<file path="config.mk">
export PLATFORM = sky130hd
export DESIGN_NAME = axicb_prio_rr_arbiter_flat
export DESIGN_NICKNAME = d
export VERILOG_FILES = /design/src/rtl/axicb_prio_rr_arbiter_if.sv /design/src/rtl/axicb_prio_rr_arbiter.sv /design/src/flat_wrapper.sv
export SDC_FILE = /design/constraint.sdc
export NUM_CORES = 1
export LEC_CHECK = 0
export BUFFER_PORTS_ARGS = -buffer_cell sky130_fd_sc_hd__buf_4
export CAP_MARGIN = 0
export CORE_MARGIN = 1.5
export CORE_UTILIZATION = 54
export CTS_CLUSTER_SIZE = 40
export DETAILED_ROUTE_END_ITERATION = 10
export PLACE_DENSITY = 0.84
export SYNTH_ARGS = -nofsm -noshare
export SYNTH_HDL_FRONTEND = slang
export SYNTH_SLANG_ARGS = --single-unit
</file>
<file path="constraint.sdc">
create_clock -name aclk -period 6.2 [get_ports aclk]
set_clock_uncertainty 0.1 [all_clocks]
set_input_delay 0.31 -clock aclk [delete_from_list [all_inputs] [get_ports aclk]]
set_output_delay 0.31 -clock aclk [all_outputs]
set_load 0.01 [all_outputs]
</file>
<file path="src/rtl/axicb_prio_rr_arbiter_if.sv">
// Request/grant bundle for axicb_prio_rr_arbiter: the requester side is the master,
// the arbiter is the slave.
interface axicb_prio_rr_arbiter_if #(
    parameter int REQ_NB = 8,
    parameter int IDX_W  = (REQ_NB > 1) ? $clog2(REQ_NB) : 1
);
    logic              en;
    logic [REQ_NB-1:0] req;
    logic [REQ_NB-1:0] grant;
    logic              grant_valid;
    logic [IDX_W-1:0]  grant_idx;

    modport master (
        output en, req,
        input  grant, grant_valid, grant_idx
    );

    modport slave (
        input  en, req,
        output grant, grant_valid, grant_idx
    );
endinterface

</file>
<file path="src/rtl/axicb_prio_rr_arbiter.sv">
// N-requester arbiter: static priority levels, round-robin inside each level.
// Optional aging (macro AXICB_ARB_AGING_EN) promotes requesters that lost AGE_MAX times.
module axicb_prio_rr_arbiter #(
    parameter int                         REQ_NB      = 8,
    parameter int                         PRIO_LEVELS = 4,
    parameter int                         PRIO_W      = 3,
    parameter logic [REQ_NB*PRIO_W-1:0]   REQ_PRIO    = '0,
    parameter int                         AGE_MAX     = 15,
    parameter int                         IDX_W       = (REQ_NB > 1) ? $clog2(REQ_NB) : 1
) (
    input  logic                  aclk,
    input  logic                  aresetn,
    input  logic                  srst,
    axicb_prio_rr_arbiter_if.slave arb
);

    localparam logic [IDX_W-1:0] PTR_RST = IDX_W'(REQ_NB - 1);

    logic [PRIO_W-1:0] prio [REQ_NB];
    for (genvar g = 0; g < REQ_NB; g++) begin : g_prio
        assign prio[g] = REQ_PRIO[g*PRIO_W +: PRIO_W];
    end

    logic [IDX_W-1:0]  ptr_q [PRIO_LEVELS];
    logic [IDX_W-1:0]  ptr_d [PRIO_LEVELS];
    logic [PRIO_W-1:0] active_lvl;
    logic [IDX_W-1:0]  lvl_ptr;
    logic [REQ_NB-1:0] lvl_cand;
    logic [REQ_NB-1:0] cand;
    logic [IDX_W-1:0]  start_ptr;
    logic [REQ_NB-1:0] grant_oh;
    logic [IDX_W-1:0]  win_idx;
    logic              grant_valid;
    logic              advance;
    logic              aged_any;

`ifdef AXICB_ARB_AGING_EN
    localparam int AGE_W = 8;

    logic [AGE_W-1:0]  age_q [REQ_NB];
    logic [AGE_W-1:0]  age_d [REQ_NB];
    logic [IDX_W-1:0]  aged_ptr_q;
    logic [IDX_W-1:0]  aged_ptr_d;
    logic [REQ_NB-1:0] aged;

    always_comb begin
        aged = '0;
        for (int i = 0; i < REQ_NB; i++) begin
            aged[i] = arb.req[i] && (age_q[i] == AGE_W'(AGE_MAX));
        end
    end

    assign aged_any = |aged;
`else
    assign aged_any = 1'b0;
`endif

    // Active level and the candidate set searched this cycle.
    always_comb begin
        // NOTE: combinational blocks assign every output a default first and use
        // blocking '='; a missing default on any path infers a latch.
        active_lvl = '0;
        lvl_ptr    = PTR_RST;
        lvl_cand   = '0;
        for (int i = 0; i < REQ_NB; i++) begin
            if (arb.req[i] && (prio[i] > active_lvl)) active_lvl = prio[i];
        end
        for (int i = 0; i < REQ_NB; i++) begin
            lvl_cand[i] = arb.req[i] && (prio[i] == active_lvl);
        end
        for (int l = 0; l < PRIO_LEVELS; l++) begin
            if (int'(active_lvl) == l) lvl_ptr = ptr_q[l];
        end
`ifdef AXICB_ARB_AGING_EN
        cand      = aged_any ? aged : lvl_cand;
        start_ptr = aged_any ? aged_ptr_q : lvl_ptr;
`else
        cand      = lvl_cand;
        start_ptr = lvl_ptr;
`endif
    end

    // Round-robin pick: lowest candidate above the pointer, else lowest at or below it.
    logic              found_hi;
    logic [REQ_NB-1:0] hi_oh;
    logic [REQ_NB-1:0] lo_oh;
    logic [IDX_W-1:0]  hi_idx;
    logic [IDX_W-1:0]  lo_idx;

    always_comb begin
        found_hi = 1'b0;
        hi_oh    = '0;
        lo_oh    = '0;
        hi_idx   = '0;
        lo_idx   = '0;
        for (int i = REQ_NB - 1; i >= 0; i--) begin
            if (cand[i]) begin
                if (i > int'(start_ptr)) begin
                    found_hi  = 1'b1;
                    hi_oh     = '0;
                    hi_oh[i]  = 1'b1;
                    hi_idx    = IDX_W'(unsigned'(i));
                end else begin
                    lo_oh     = '0;
                    lo_oh[i]  = 1'b1;
                    lo_idx    = IDX_W'(unsigned'(i));
                end
            end
        end
        grant_oh = found_hi ? hi_oh  : lo_oh;
        win_idx  = found_hi ? hi_idx : lo_idx;
    end

    assign grant_valid     = |grant_oh;
    assign advance         = arb.en && grant_valid;
    assign arb.grant       = grant_oh;
    assign arb.grant_valid = grant_valid;
    assign arb.grant_idx   = win_idx;

    // Only the level that produced the winner moves its pointer.
    always_comb begin
        ptr_d = ptr_q;
        if (advance && !aged_any) begin
            for (int l = 0; l < PRIO_LEVELS; l++) begin
                if (int'(active_lvl) == l) ptr_d[l] = win_idx;
            end
        end
    end

    always_ff @(posedge aclk or negedge aresetn) begin
        // NOTE: sequential state uses non-blocking '<='; the pointer array is a
        // handful of flops whose reset value defines who wins first, so it is reset.
        if (!aresetn) begin
            for (int l = 0; l < PRIO_LEVELS; l++) ptr_q[l] <= PTR_RST;
        end else if (srst) begin
            for (int l = 0; l < PRIO_LEVELS; l++) ptr_q[l] <= PTR_RST;
        end else begin
            ptr_q <= ptr_d;
        end
    end

`ifdef AXICB_ARB_AGING_EN
    always_comb begin
        age_d      = age_q;
        aged_ptr_d = aged_ptr_q;
        if (advance && aged_any) aged_ptr_d = win_idx;
        for (int i = 0; i < REQ_NB; i++) begin
            if (!arb.req[i] || (arb.en && grant_oh[i])) begin
                age_d[i] = '0;
            end else if (advance && (age_q[i] != AGE_W'(AGE_MAX))) begin
                age_d[i] = age_q[i] + AGE_W'(1);
            end
        end
    end

    always_ff @(posedge aclk or negedge aresetn) begin
        if (!aresetn) begin
            aged_ptr_q <= PTR_RST;
            for (int i = 0; i < REQ_NB; i++) age_q[i] <= '0;
        end else if (srst) begin
            aged_ptr_q <= PTR_RST;
            for (int i = 0; i < REQ_NB; i++) age_q[i] <= '0;
        end else begin
            aged_ptr_q <= aged_ptr_d;
            age_q      <= age_d;
        end
    end
`endif

endmodule
</file>
<file path="src/flat_wrapper.sv">
// flat-port wrapper written by rule: the top's interface ports become plain ports
module axicb_prio_rr_arbiter_flat 
#(
    parameter int                         REQ_NB      = 8,
    parameter int                         PRIO_LEVELS = 4,
    parameter int                         PRIO_W      = 3,
    parameter logic [REQ_NB*PRIO_W-1:0]   REQ_PRIO    = '0,
    parameter int                         AGE_MAX     = 15,
    parameter int                         IDX_W       = (REQ_NB > 1) ? $clog2(REQ_NB) : 1
)
  (aclk, aresetn, srst, arb_en, arb_req, arb_grant, arb_grant_valid, arb_grant_idx);
  axicb_prio_rr_arbiter_if #(.REQ_NB(REQ_NB), .IDX_W(IDX_W)) arb_i ();
  input  logic aclk;
  input  logic aresetn;
  input  logic srst;
  input wire logic [$bits(arb_i.en)-1:0] arb_en;
  input wire logic [$bits(arb_i.req)-1:0] arb_req;
  output wire logic [$bits(arb_i.grant)-1:0] arb_grant;
  output wire logic [$bits(arb_i.grant_valid)-1:0] arb_grant_valid;
  output wire logic [$bits(arb_i.grant_idx)-1:0] arb_grant_idx;
  assign arb_i.en = arb_en;
  assign arb_i.req = arb_req;
  assign arb_grant = arb_i.grant;
  assign arb_grant_valid = arb_i.grant_valid;
  assign arb_grant_idx = arb_i.grant_idx;
  axicb_prio_rr_arbiter #(.REQ_NB(REQ_NB), .PRIO_LEVELS(PRIO_LEVELS), .PRIO_W(PRIO_W), .REQ_PRIO(REQ_PRIO), .AGE_MAX(AGE_MAX), .IDX_W(IDX_W)) u_core (.aclk(aclk), .aresetn(aresetn), .srst(srst), .arb(arb_i));
endmodule
</file>
== Yosys cells after proc, flatten, opt, wreduce, memory -nomap -nowiden ==
Index checks and enable logic that the tools add are counted.

* Word-level logic and storage cells: 87
* Output and inout bits: 12
* Bits of input ports: 12
* Register bits: 3

* $lt $le $gt $ge: 7
* Multiplexer cells: 76
* Reduce and logical (&&, ||, !) cells: 3

{| class="wikitable"
|+ Operators with widths
! cell !! count
|-
| two-way mux 8 bit || 30
|-
| two-way mux 3 bit || 30
|-
| two-way mux 12 bit || 2
|-
| two-way mux 1 bit || 14
|-
| > comparator 3 bit (first input constant) || 4
|-
| OR reduction 8 bit || 1
|-
| > comparator 2 x 3 -> 1 bit (first input constant) || 2
|-
| > comparator 1 x 3 -> 1 bit (first input constant) || 1
|-
| nonzero test 2 bit || 1
|-
| logical AND 1 bit || 1
|}

== Logic depth before layout (Yosys ltp) ==
* Depth in word-level cells: 21
* Depth in mapped cells: 9
* Mapped depth without buffers: 7

== Least setup slack after synthesis ==
Ideal clock, no wire load.

* Path kind: flip-flop to flip-flop
* Start point: register u_core.ptr_q, in the netlist u_core.lvl_ptr[1]
* End point: register u_core.ptr_q, in the netlist u_core.lvl_ptr[2]
* Clock period less this slack: 2.530 ns
* Setup slack: 3.670 ns
* Buffers on the path: 2
* Setup time: 0.083 ns
* Arrival: 2.346 ns
* Stages on the path, launching flop included: 9
* Data required time: 6.017 ns
* Cells stage by stage: dfstp_2 -> buf_2 -> or2_2 -> buf_2 -> o21a_1 -> nor4_1 -> a211o_1 -> or4_4 -> a221o_1

* Word-level cells in the longest chain between the ends: 20
* Elaborated cells between the ends (all ways): 86
* Those cells by class: 7 x order compare; 76 x mux; 3 x reduce/logical

{| class="wikitable"
|+ RTL lines
! element !! RTL line !! text
|-
| start, declared || axicb_prio_rr_arbiter.sv:24 || <nowiki>logic [IDX_W-1:0] ptr_q [PRIO_LEVELS];</nowiki>
|-
| start signal, assigned || axicb_prio_rr_arbiter.sv:138 || <nowiki>ptr_q <= ptr_d;</nowiki>
|-
| > comparator 3 bit || axicb_prio_rr_arbiter.sv:98 || <nowiki>if (i > int'(start_ptr)) begin</nowiki>
|-
| two-way mux 8 bit || axicb_prio_rr_arbiter.sv:98 ||
|-
| two-way mux 8 bit || axicb_prio_rr_arbiter.sv:97 || <nowiki>if (cand[i]) begin</nowiki>
|-
| two-way mux 8 bit || axicb_prio_rr_arbiter.sv:98 ||
|-
| two-way mux 8 bit || axicb_prio_rr_arbiter.sv:97 ||
|-
| two-way mux 8 bit || axicb_prio_rr_arbiter.sv:98 ||
|-
| two-way mux 8 bit || axicb_prio_rr_arbiter.sv:97 ||
|-
| two-way mux 8 bit || axicb_prio_rr_arbiter.sv:98 ||
|-
| [4 not listed] || - ||
|-
| two-way mux 8 bit || axicb_prio_rr_arbiter.sv:97 ||
|-
| two-way mux 8 bit || axicb_prio_rr_arbiter.sv:98 ||
|-
| two-way mux 8 bit (2 in a row) || axicb_prio_rr_arbiter.sv:97 ||
|-
| two-way mux 8 bit (*) || axicb_prio_rr_arbiter.sv:110 || <nowiki>grant_oh = found_hi ? hi_oh : lo_oh;</nowiki>
|-
| named net arb_grant[7] || flat_wrapper.sv:18 || <nowiki>output wire logic [$bits(arb_i.grant)-1:0] arb_grant;</nowiki>
|-
| OR reduction 8 bit (*) || axicb_prio_rr_arbiter.sv:114 || <nowiki>assign grant_valid = |grant_oh;</nowiki>
|-
| logical AND 1 bit (*) || axicb_prio_rr_arbiter.sv:115 || <nowiki>assign advance = arb.en && grant_valid;</nowiki>
|-
| nonzero test 2 bit (no line) (*) || - ||
|}

Mark *: on every way through the listed nets, which the timed path passes. The rest lies on a longest branch. The select of a mux whose other input is x is not followed.
A chain may end at the register's enable or synchronous reset.

== Worst setup path in the final report ==
* Start point: register u_core.ptr_q, in the netlist u_core.lvl_ptr[2]
* End point: output port arb_grant_valid

* Word-level cells in the longest chain between the ends: 18
* Elaborated cells between the ends (all ways): 52
* Those cells by class: 7 x order compare; 44 x mux; 1 x reduce/logical

{| class="wikitable"
|+ RTL lines
! element !! RTL line !! text
|-
| > comparator 3 bit || axicb_prio_rr_arbiter.sv:98 ||
|-
| two-way mux 8 bit || axicb_prio_rr_arbiter.sv:98 ||
|-
| two-way mux 8 bit || axicb_prio_rr_arbiter.sv:97 ||
|-
| two-way mux 8 bit || axicb_prio_rr_arbiter.sv:98 ||
|-
| two-way mux 8 bit || axicb_prio_rr_arbiter.sv:97 ||
|-
| two-way mux 8 bit || axicb_prio_rr_arbiter.sv:98 ||
|-
| two-way mux 8 bit || axicb_prio_rr_arbiter.sv:97 ||
|-
| two-way mux 8 bit || axicb_prio_rr_arbiter.sv:98 ||
|-
| two-way mux 8 bit || axicb_prio_rr_arbiter.sv:97 ||
|-
| two-way mux 8 bit || axicb_prio_rr_arbiter.sv:98 ||
|-
| two-way mux 8 bit || axicb_prio_rr_arbiter.sv:97 ||
|-
| two-way mux 8 bit || axicb_prio_rr_arbiter.sv:98 ||
|-
| two-way mux 8 bit || axicb_prio_rr_arbiter.sv:97 ||
|-
| two-way mux 8 bit || axicb_prio_rr_arbiter.sv:98 ||
|-
| two-way mux 8 bit (2 in a row) || axicb_prio_rr_arbiter.sv:97 ||
|-
| two-way mux 8 bit (*) || axicb_prio_rr_arbiter.sv:110 ||
|-
| OR reduction 8 bit (*) || axicb_prio_rr_arbiter.sv:114 ||
|-
| end, declared || flat_wrapper.sv:19 || <nowiki>output wire logic [$bits(arb_i.grant_valid)-1:0] arb_grant_valid;</nowiki>
|}

Every way passes the cells marked *; elsewhere a longest branch is shown, timed or not.

==> impl_metrics.ini <==
[layout]
nFillCells = 107
diodes = 0
largest_register_ffs = 3
drive_above_1_share_pct = 30.1
syn2layout_area_growth_pct = 24.8
finish.utilization_pct = 71.5
layout.nets = 146

[yosys]
ys_seq_area_share_pct = 10.6
yosysMostFrequentCell = nor2_1
synth_seq_cells = 3
synthArstFlopShare_pct = 100
yosysTopAreaCellShare_pct = 10.6
synth_ff_type = dfstp_2
syn_area_um2 = 746
syn_avg_cell_area_um2 = 6.48
synthDistinctLibCells = 46
syn_nets = 127
yosys-top-cells-count = nor2_1 (14), nand2_1 (10), a21oi_1 (9), inv_1 (7), o21ai_0 (7)
netlist_instances = 115
synth.top_cells.by_area = dfstp_2 (11%), nor2_1 (7.0%), a21oi_1 (6.0%)
post-synth-top-area-cell = dfstp_2
synth_edf_count = 0
yosys_warnings = 0

[routing]
vias = 967
drc = 0
drt_pass1_iterations = 4
drtIter0Drc = 62
antenna_left = 0
routedWlPerCell_um = 15.3
viasPerCell = 6.53
routed_wl_um = 2260

[outcome]
status = finished, final reports clean

[setup_path]
crit_arrival_ns = 2.58
r2r_start = u_core.lvl_ptr[2]
worstPathRequired_ns = 5.79
worst_path_largest_cell_delay_ns = 0.77
crit_path_top_delay_cell = dfstp_2
critPathKind = register to output port
path_max_fanout = 23
critPathLaunchType = register
worst_setup_path_end_kind = output port
startpoint = u_core.lvl_ptr[2]
crit_top_cell = nand2_1
worstPathCellList = nand2_1 > or4_2 > nor4_1 > a211o_1 > a2111oi_2 > nand2_1 > buf_4

[placement]
portBuffers = 23
finalWeightedCongestion = 0.926
dp_hpwl_um = 1670
dp_slack_ns = 3.37

[pwr]
p_clk_share_pct = 10.5
power.leakage_nw = 0.408
power_w = 0.000334
p_sw_w = 0.000164
power.density_nw_per_um2 = 358
seq_power_share_pct = 19.5
vdd_drop_max_uv = 222
p_int_w = 0.000170
swShare_pct = 49.2
combinationalPowerShare_pct = 70.0

[sta]
fmax_mhz = 334
fin_crit_ns = 2.99
hold_viol_final = 0
setup_viol = 0
tightestPinTransition_ns = 0.701
totalNegativeSetupSlack_ns = 0
final_max_slew_viol_count = 0
fin_ws_ns = 3.21
period_share_pct = 48.3
rsz0062_at_grt = false
slew_headroom_pct = 52.9

[global_route]
antenna_found_initial = 0
grtUsageTotal_pct = 30.0
grt_max_degree = 24
grt_overflow = 0
grt_pass1_wl_um = 3310
grt_pass1_vias = 722

[clock_network]
clock_sinks = 3
clk_path_buf_depth = 2
clk_pin_slew_ns = 0.04
post_cts_buffers = 0
cts_buffers = 3
cts_tree = done
root_buffer = clkbuf_4
cts_resized = 0
h-tree-depth = 1
clk-insertion-delay-late_ns = 0.24

[floorplanning]
row_count = 13
core_area_um2 = 1300
die_x_um = 40.2
design.die.area_um2 = 1610
die_y_um = 40.2
initial_core_util_pct = 57.3
io_pins = 24

[min_path]
min_from = srst
hold_path.class = input port to register

[job]
maxCapViolations = 0
==> power by group through the flow <==
stage / sequential (W) / clock (W) / combinational, W
6_report: 0.0000652 / 0.0000351 / 0.000233
5_1_grt: 0.0000687 / 0.0000373 / 0.000254
4_1_cts: 0.0000634 / 0.0000359 / 0.000231
3_5_place_dp: 0.0000634 / 0 / 0.000229
3_3_place_gp: 0.0000627 / 0 / 0.000225
2_1_floorplan: 0.0000354 / 0 / 0.000177
==> worst max-delay path: cells and delay by family, from the launching register on <==
| family | cells | cell delay (ns) |
|---|---|---|
| AOI/OAI and AO/OA | 2 | 0.28 |
| buffers and inverters | 1 | 0.12 |
| DFF | 1 | 0.77 |
| and+or+nand+nor | 4 | 1.17 |
==> per-layer routing <==
layer | part of all wire (%) | global-route usage, %
met5 | 0 | 0
met4 | 0.40 | 4.31
met3 | 7.5 | 5.00
met2 | 46 | 46.8
met1 | 46 | 43.3
==> cells by family (layout without fill, tap and decap cells) <==
group,Yosys count,count (layout),share of synthesized area [%]
flip-flops,3,3,10.6
AO/OA/AOI/OAI,45,45,44.1
AND/OR/NAND/NOR,49,49,34.6
buffers and inverters,17,35,9.23
multiplexers,1,1,1.51
==> placed cells by master (no fill, tap or decap), types with 2 or more instances in the layout <==
| master | synthesis | routed |
|---|---|---|
| buf_4 | 0 | 23 |
| nor2_1 | 14 | 14 |
| nand2_1 | 10 | 10 |
| a21oi_1 | 9 | 9 |
| o21ai_0 | 7 | 7 |
| inv_1 | 7 | 7 |
| nor3_1 | 6 | 6 |
| nand2b_1 | 4 | 4 |
| o41ai_1 | 4 | 4 |
| clkbuf_4 | 0 | 3 |
| dfstp_2 | 3 | 3 |
| o22ai_1 | 2 | 2 |
| a221o_1 | 2 | 2 |
| o21a_1 | 2 | 2 |
| nor4_1 | 2 | 2 |
| a2111oi_0 | 2 | 2 |
| a311oi_1 | 2 | 2 |
==> worst paths after layout <==
check / to / slack, ns / cells after the start
setup / recovery: arb_grant_valid / 3.21 / 7
hold / removal: u_core.lvl_ptr[2] / 0.25 / 2
setup reg to reg: u_core.lvl_ptr[0] / 3.33 / 7
hold reg to reg: u_core.lvl_ptr[0] / 0.57 / 2
max in group asynchronous: u_core.lvl_ptr[2] / 5.50 / 2
min in group asynchronous: u_core.lvl_ptr[1] / 0.47 / 2
==> cell type report <==
class / instances / area, um2 / area share (%)
Clock buffer: 4 / 26.3 / 2.82
Multi-Input combinational cell: 95 / 598 / 64.2
Tap cell: 15 / 18.8 / 2.02
Timing Repair Buffer: 24 / 183 / 19.6
Sequential cell: 3 / 78.8 / 8.47
Inverter: 7 / 26.3 / 2.82
==> through the flow <==
step / hold slack, ns / instance area, um2 / std cells
2_1_floorplan: 0.0622 / 746 / 115
3_3_place_gp: 0.168 / 895 / 143
3_5_place_dp: 0.171 / 895 / 143
4_1_cts: 0.244 / 931 / 148
5_1_grt: 0.260 / 931 / 148
6_report: 0.250 / 931 / 148
==> what timing repair did <==
| action | CTS | global route |
|---|---|---|
| endpoints found under the setup margin | 0 | 0 |
| hold buffers | 1 | 0 |
| endpoints found under the hold margin | 3 | 0 |
No activity file was read; power rests on OpenSTA's default activity.
